**src/rtl/add64_seq_ctrl.sv**
```systemverilog
// Sequencer for 64-bit add/sub and RV64 ADDW/SUBW on one shared CHUNK_W-bit adder.
// Processes one chunk per cycle, chaining the carry through a register.
module add64_seq_ctrl #(
  parameter int unsigned XLEN    = 64,
  parameter int unsigned CHUNK_W = 16
) (
  input  logic               clk,
  input  logic               rst_n,
  input  logic               in_valid,
  output logic               in_ready,
  input  logic [XLEN-1:0]    op_a,
  input  logic [XLEN-1:0]    op_b,
  input  logic               sub,
  input  logic               word,
  input  logic               flush,
  output logic               out_valid,
  input  logic               out_ready,
  output logic [XLEN-1:0]    result,
  output logic               carry_out,
  output logic               overflow,
  output logic [CHUNK_W-1:0] cla_x,
  output logic [CHUNK_W-1:0] cla_y,
  output logic               cla_cin,
  input  logic [CHUNK_W-1:0] cla_f,
  input  logic               cla_cout
);

  localparam int unsigned NCHUNK = XLEN / CHUNK_W;
  localparam int unsigned WCHUNK = 32 / CHUNK_W;
  localparam int unsigned IDX_W  = (NCHUNK > 1) ? $clog2(NCHUNK) : 1;
  localparam logic [IDX_W-1:0] LAST_D = IDX_W'(NCHUNK - 1);
  localparam logic [IDX_W-1:0] LAST_W = IDX_W'(WCHUNK - 1);
  localparam int unsigned MSB = CHUNK_W - 1;

  typedef enum logic [1:0] {IDLE, RUN, DONE} state_t;

  state_t              state;
  logic [XLEN-1:0]     a_q;
  logic [XLEN-1:0]     b_q;
  logic                word_q;
  logic                carry_q;
  logic [IDX_W-1:0]    idx_q;
  logic                last_chunk;
  logic [CHUNK_W-1:0]  a_chunk;
  logic [CHUNK_W-1:0]  b_chunk;

  always_comb begin
    a_chunk = '0;
    b_chunk = '0;
    for (int unsigned i = 0; i < NCHUNK; i++) begin
      if (IDX_W'(i) == idx_q) begin
        a_chunk = a_q[i*CHUNK_W +: CHUNK_W];
        b_chunk = b_q[i*CHUNK_W +: CHUNK_W];
      end
    end
  end

  assign last_chunk = (idx_q == (word_q ? LAST_W : LAST_D));

  always_comb begin
    cla_x   = '0;
    cla_y   = '0;
    cla_cin = 1'b0;
    if (state == RUN) begin
      cla_x   = a_chunk;
      cla_y   = b_chunk;
      cla_cin = carry_q;
    end
  end

  always_ff @(posedge clk) begin
    if (!rst_n) begin
      state     <= IDLE;
      in_ready  <= 1'b1;
      out_valid <= 1'b0;
      result    <= '0;
      carry_out <= 1'b0;
      overflow  <= 1'b0;
      a_q       <= '0;
      b_q       <= '0;
      word_q    <= 1'b0;
      carry_q   <= 1'b0;
      idx_q     <= '0;
    end else if (flush) begin
      state     <= IDLE;
      in_ready  <= 1'b1;
      out_valid <= 1'b0;
      carry_q   <= 1'b0;
      idx_q     <= '0;
    end else begin
      case (state)
        IDLE: begin
          if (in_valid) begin
            a_q      <= op_a;
            b_q      <= sub ? ~op_b : op_b;
            word_q   <= word;
            carry_q  <= sub;
            idx_q    <= '0;
            result   <= '0;
            in_ready <= 1'b0;
            state    <= RUN;
          end
        end
        RUN: begin
          // Word mode sign-extends the upper chunks on the same edge as the last sum chunk.
          for (int unsigned i = 0; i < NCHUNK; i++) begin
            if (IDX_W'(i) == idx_q)
              result[i*CHUNK_W +: CHUNK_W] <= cla_f;
            else if (word_q && last_chunk && i >= WCHUNK)
              result[i*CHUNK_W +: CHUNK_W] <= {CHUNK_W{cla_f[MSB]}};
          end
          carry_q <= cla_cout;
          if (last_chunk) begin
            idx_q     <= '0;
            state     <= DONE;
            out_valid <= 1'b1;
            carry_out <= cla_cout;
            overflow  <= (a_chunk[MSB] == b_chunk[MSB]) && (cla_f[MSB] != a_chunk[MSB]);
          end else begin
            idx_q <= idx_q + 1'b1;
          end
        end
        DONE: begin
          if (out_ready) begin
            state     <= IDLE;
            out_valid <= 1'b0;
            in_ready  <= 1'b1;
          end
        end
        default: state <= IDLE;
      endcase
    end
  end

endmodule
```
**config.mk**
```make
export PLATFORM = sky130hd
export DESIGN_NAME = add64_seq_ctrl
export DESIGN_NICKNAME = d
export VERILOG_FILES = /design/src/rtl/add64_seq_ctrl.sv
export SDC_FILE = /design/constraint.sdc
export NUM_CORES = 1
export LEC_CHECK = 0
export CORE_UTILIZATION = 35
export CTS_CLUSTER_SIZE = 25
export DETAILED_ROUTE_END_ITERATION = 16
export PLACE_DENSITY = 0.72
export SYNTH_ARGS = -nofsm -noshare
export SYNTH_HDL_FRONTEND = slang
export SYNTH_SLANG_ARGS = --single-unit
```
**constraint.sdc**
```tcl
create_clock -name clk -period 2.4 [get_ports clk]
set_input_delay 0.36 -clock clk [delete_from_list [all_inputs] [get_ports clk]]
set_output_delay 0.36 -clock clk [all_outputs]
set_load 0.1 [all_outputs]
```
== Word level (Yosys, flattened, before mapping) ==
Index checks and enable logic that the tools add are counted.

* Word-level logic and storage cells: 86
* Output and inout port bits: 101
* Register bits after elaboration: 202

* Equality and inequality tests: 15
* Bitwise logic cells: 3
* Reductions and logical operators: 18
* Mux-type cells: 35
* $add $sub $neg: 1

{| class="wikitable"
|+ Operator list
! kind !! count
|-
| $mux 16 || 15
|-
| $mux 64 || 2
|-
| $pmux 64 s2 || 1
|-
| $not 64->64 || 1
|-
| $reduce_and 4->1 || 4
|-
| $reduce_and 3->1 || 5
|-
| $mux 2 || 6
|-
| $ne 2x2->1 const B || 4
|-
| $mux 1 || 6
|-
| $pmux 1 s2 || 3
|-
| $pmux 2 s3 || 1
|-
| $reduce_bool 2->1 || 3
|-
| $eq 2x2->1 const A || 2
|-
| $logic_not 2->1 || 2
|-
| $pmux 2 s2 || 1
|-
| $ne 3x1->1 const B || 1
|-
| $ne 3x2->1 const B || 1
|-
| $add 2x1->2 const B || 1
|-
| $eq 1x2->1 const A || 1
|-
| $eq 2x1->1 const B || 1
|-
| $eq 2x2->1 || 1
|-
| $eq 2x2->1 const B || 1
|-
| $logic_and 1x1->1 || 2
|-
| $ne 2x1->1 const B || 1
|-
| other kinds (5) || 6
|}

== Longest topological paths before layout ==
* Depth after elaboration: 7
* Mapped depth: 8
* Depth with buffers taken out: 6

== Worst setup path after synthesis ==
No wires, ideal clock.

* Kind: reg-to-output
* From: reg idx_q[0]
* To: out cla_x[0]
* Stages on the path, launching flop included: 9
* Path buffers: 3
* Arrival: 3.071 ns
* Path slack: -1.031 ns
* Path through: dfxtp_1 inv_1 ha_1 buf_4 buf_2 clkbuf_1 a211oi_1 a211o_1 a21oi_1

* Word-level cells in the longest chain between the ends: 6
* Elaborated cells on any way between the ends: 9
* Those cells by class: 3 x eq/ne; 5 x mux; 1 x reduce/logical

{| class="wikitable"
|+ RTL lines
! item !! RTL line !! text
|-
| start: declaration || 42 || <nowiki>logic [IDX_W-1:0] idx_q;</nowiki>
|-
| start signal: assignment || 120 || <nowiki>idx_q <= idx_q + 1'b1;</nowiki>
|-
| $logic_not 2->1 || 51 || <nowiki>if (IDX_W'(i) == idx_q) begin</nowiki>
|-
| $mux 16 (3 in series) || 51 ||
|-
| $mux 16 (*) || 51 ||
|-
| $mux 16 (*) || 64 || <nowiki>if (state == RUN) begin</nowiki>
|-
| end: declaration || 21 || <nowiki>output logic [CHUNK_W-1:0] cla_x,</nowiki>
|}

Mark *: on every way between the ends. The rest lies on a longest branch, timed or not.

== Worst setup path in the final report ==
* From: reg idx_q[1]
* To: out cla_y[1]

* Word-level cells in the longest chain between the ends: 6
* Elaborated cells on any way between the ends: 9
* Those cells by class: 3 x eq/ne; 5 x mux; 1 x reduce/logical

{| class="wikitable"
|+ RTL lines
! item !! RTL line !! text
|-
| $logic_not 2->1 || 51 ||
|-
| $mux 16 (3 in series) || 51 ||
|-
| $mux 16 (*) || 51 ||
|-
| $mux 16 (*) || 64 ||
|-
| end: declaration || 22 || <nowiki>output logic [CHUNK_W-1:0] cla_y,</nowiki>
|}

Marks and branches as above.

==> results.tsv <==
metric	value	unit
drt_wl_total	33270	um
synth_largest_area_cell	dfxtp_1	
hold_depth	2	
ys_warn_count	0	
vias	9332	
hold_slack	0.2593	ns
die_h	170.7	um
reg2regPathDepth	6	
clockBufferDepth	3	
period_needed	2.610	ns
synth-edff-count	0	
cts_sinks	202	
critPathRequiredTime	2.04	ns
worst_setup_path_end_kind	output port	
wl_per_cell	18.58	um
fin_area	14780	um^2
slew_headroom	0.2692	
finalSetupViolCount	32	
hp-class	in -> reg	
hold_viol	0	
grt_pass1_wl	49940	um
finalMaxSlewViolations	0	
worstPathCellList	buf_6 > ha_4 > buf_12 > buf_16 > a211oi_1 > a211o_1 > a21oi_4 > buf_12	
cts_root_buf	clkbuf_16	
synth_most_common_cell	nand2_1	
skew	0.007747	ns
min_from	rst_n	
cp_num_buf_inv	4	
timing.final.ws_setup	-0.2100	ns
synth.top_cell.area_share	0.4059	
internal_power	6651	uW
worst_skew_pair.late_latency	0.52	ns
ant_nets	0	
dp_cells	1719	
grt_pass1_vias	8982	
synth_ff_type	dfxtp_1	
placedInstanceArea	13290	um^2
die-area	29150	um^2
clock_power_share	0.449	
synth_seq_cells	202	
grt_max_degree	106	
r2r_start	idx_q[1]	
synth_common_cells	nand2_1 (323), dfxtp_1 (202), a21boi_0 (72)	
hpwlAfterDp	21280	um
syn_avg_cell_area	8.516	um^2
worstPathArrival	2.25	ns
pwr-share-seq	0.400	
layout_worst_path_cycle_share	1.087	
seq_area_frac_synth	0.4059	
synthDistinctLibCells	42	
grt_usage	0.2194	
cts_tree	yes	
hold_end	result[1]	
switching_share	0.2589	
drive_above_1_share	0.1938	
core	27860	um^2
path_delay_family	buffers and inverters	
leakage	0.005847	uW
power_density	607.2	nW/um^2
clkTransAtPathRegs	0.06	ns
rr_endpoint	result[35]	
crit_fanout	15	
status	finished with violations	
syn-instance-count	1170	
rrSetupSlack	0.21	ns
violations	negative setup slack	
routed_via_density	5.210	
cts_buffers	25	
layout.nets	1548	
ys_async_sr_fraction	0	
cap_violations	0	
synth_area	9963	um^2
vdd_drop_max	0.4170	mV
power.total	8975	uW
layoutNonFillerInstCount	1791	
syn_nets	1326	
port_buffers	252	
dr.pass1.iters	5	
antenna_found_initial	5	
critical_path_class	reg -> out	
ys_top_cells_by_area	dfxtp_1 (41%), nand2_1 (12%), o211a_1 (6.4%)	
worst_pin_slew	1.094	ns
path_common_cell	buf_12	
gr-total-overflow	0	
max_freq	383.1	MHz
place.gp.congestion	0.8262	
drt_iter0_drc	731	
critPathMaxStageDelay	0.37	ns
p_comb_frac	0.151	
start_util	0.3576	
crit_slowest_cell	dfxtp_4	
syn2layout_area_growth	48.35	%
rsz0062_at_grt	true	
die_x	170.7	um
drc	0	
p_sw	2324	uW
worst_setup_path_start_kind	flop	
cts-htree-levels	1	
rows	61	
ios	253	
==> state kept, by name (all words and copies together), names as in the netlist <==
| signal | count |
|---|---|
| out_valid | 1 |
| carry_q | 1 |
| idx_q | 2 |
| result | 64 |
| a_q | 64 |
| in_ready | 1 |
| b_q | 64 |
| word_q | 1 |
| carry_out | 1 |
| overflow | 1 |
| state | 2 |
==> how the worst max path moves through the flow <==
stage / to / from / depth (start not counted)
finish: cla_y[1] / idx_q[1] / 8
global route: cla_x[0] / idx_q[1] / 7
CTS: cla_y[3] / idx_q[0] / 7
detailed placement: result[47] / idx_q[0] / 5
global placement: cla_x[1] / idx_q[0] / 8
floorplan: cla_x[15] / state[1] / 7
==> metal layers <==
| metal | vias to the layer above | GRT usage | routed length [um] |
|---|---|---|---|
| met4 | 2 | 0.07560 | 868 |
| met3 | 63 | 0.04164 | 2171 |
| met5 | - | 0 | 13 |
| li1 | 4455 | - | - |
| met2 | 325 | 0.3665 | 15780 |
| met1 | 4487 | 0.2816 | 14440 |
==> timing repair <==
item	4_1_cts	5_1_grt
pin swaps	4	6
hold buffers	0	0
gates cloned	8	2
setup buffers	13	1
resized for setup	39	9
hold endpoints to repair	0	0
endpoints found under the setup margin	32	48
==> layout by cell type (no fill, tap or decap), types with 3 or more instances in the layout <==
master and instances:
ha_4 4, dfxtp_1 200, a21boi_0 72, nand2_1 323, a21boi_1 55, a21oi_4 30
bufinv_16 5, a21oi_1 5, a211oi_1 11, clkbuf_8 3, a211o_1 61, buf_4 95
and3b_1 31, nand2b_1 5, buf_16 7, buf_12 48, a211oi_2 22, mux2i_1 3
nor3b_1 3, inv_1 32, xnor2_1 65, clkbuf_1 3, diode_2 4, clkbuf_16 25
nand3_1 31, clkdlybuf4s50_1 149, clkinvlp_4 3, clkinv_2 4, nor2_1 4, nor2b_1 5
o211a_1 64
==> cell families after synthesis <==
logic type,Yosys count,synth area share
muxes,3,0.003014
DFF,202,0.4059
xor gates and xnor gates,65,0.05714
adders and majority gates,4,0.005023
and+or+nand+nor,417,0.1859
buffers and inverters,145,0.06882
AOI/OAI and AO/OA,334,0.2743
==> stage by stage <==
stage | setup slack (ns) | setup TNS, ns | util
6_report | -0.2100 | -5.946 | 0.5306
5_1_grt | -0.2964 | -8.621 | 0.5305
4_1_cts | -0.2438 | -6.655 | 0.5271
3_5_place_dp | 0.1448 | 0 | 0.4772
3_3_place_gp | 0.1793 | 0 | 0.4772
2_1_floorplan | -0.08700 | -0.1740 | -
==> layout make-up <==
type	count	area, um^2
timing repair buffer	304	3443
clock buffer	31	678.2
antenna	4	10.01
tap	378	473.0
sequential	202	4051
inverter	34	132.6
fill	2529	13080
multi-input combinational	825	5791
clock inverter	13	201.4
==> worst reg2reg max path, stage by stage (launching register included) <==
cell and delay (ns):
dfxtp_4 0.36, buf_6 0.13, ha_4 0.22, buf_4 0.19
o311ai_2 0.92, a211o_1 0.19, a21boi_1 0.07
==> power groups by stage <==
stage                     Clock [uW]  Sequential, uW  Combinational (uW)
after floorplan                    0            3730                 705
after global placement             0            3650                1300
after detailed placement           0            3660                1300
after CTS                       4100            3580                1340
after global routing            4240            3600                1450
final                           4030            3590                1360
Power figures use the tool's default switching activity.
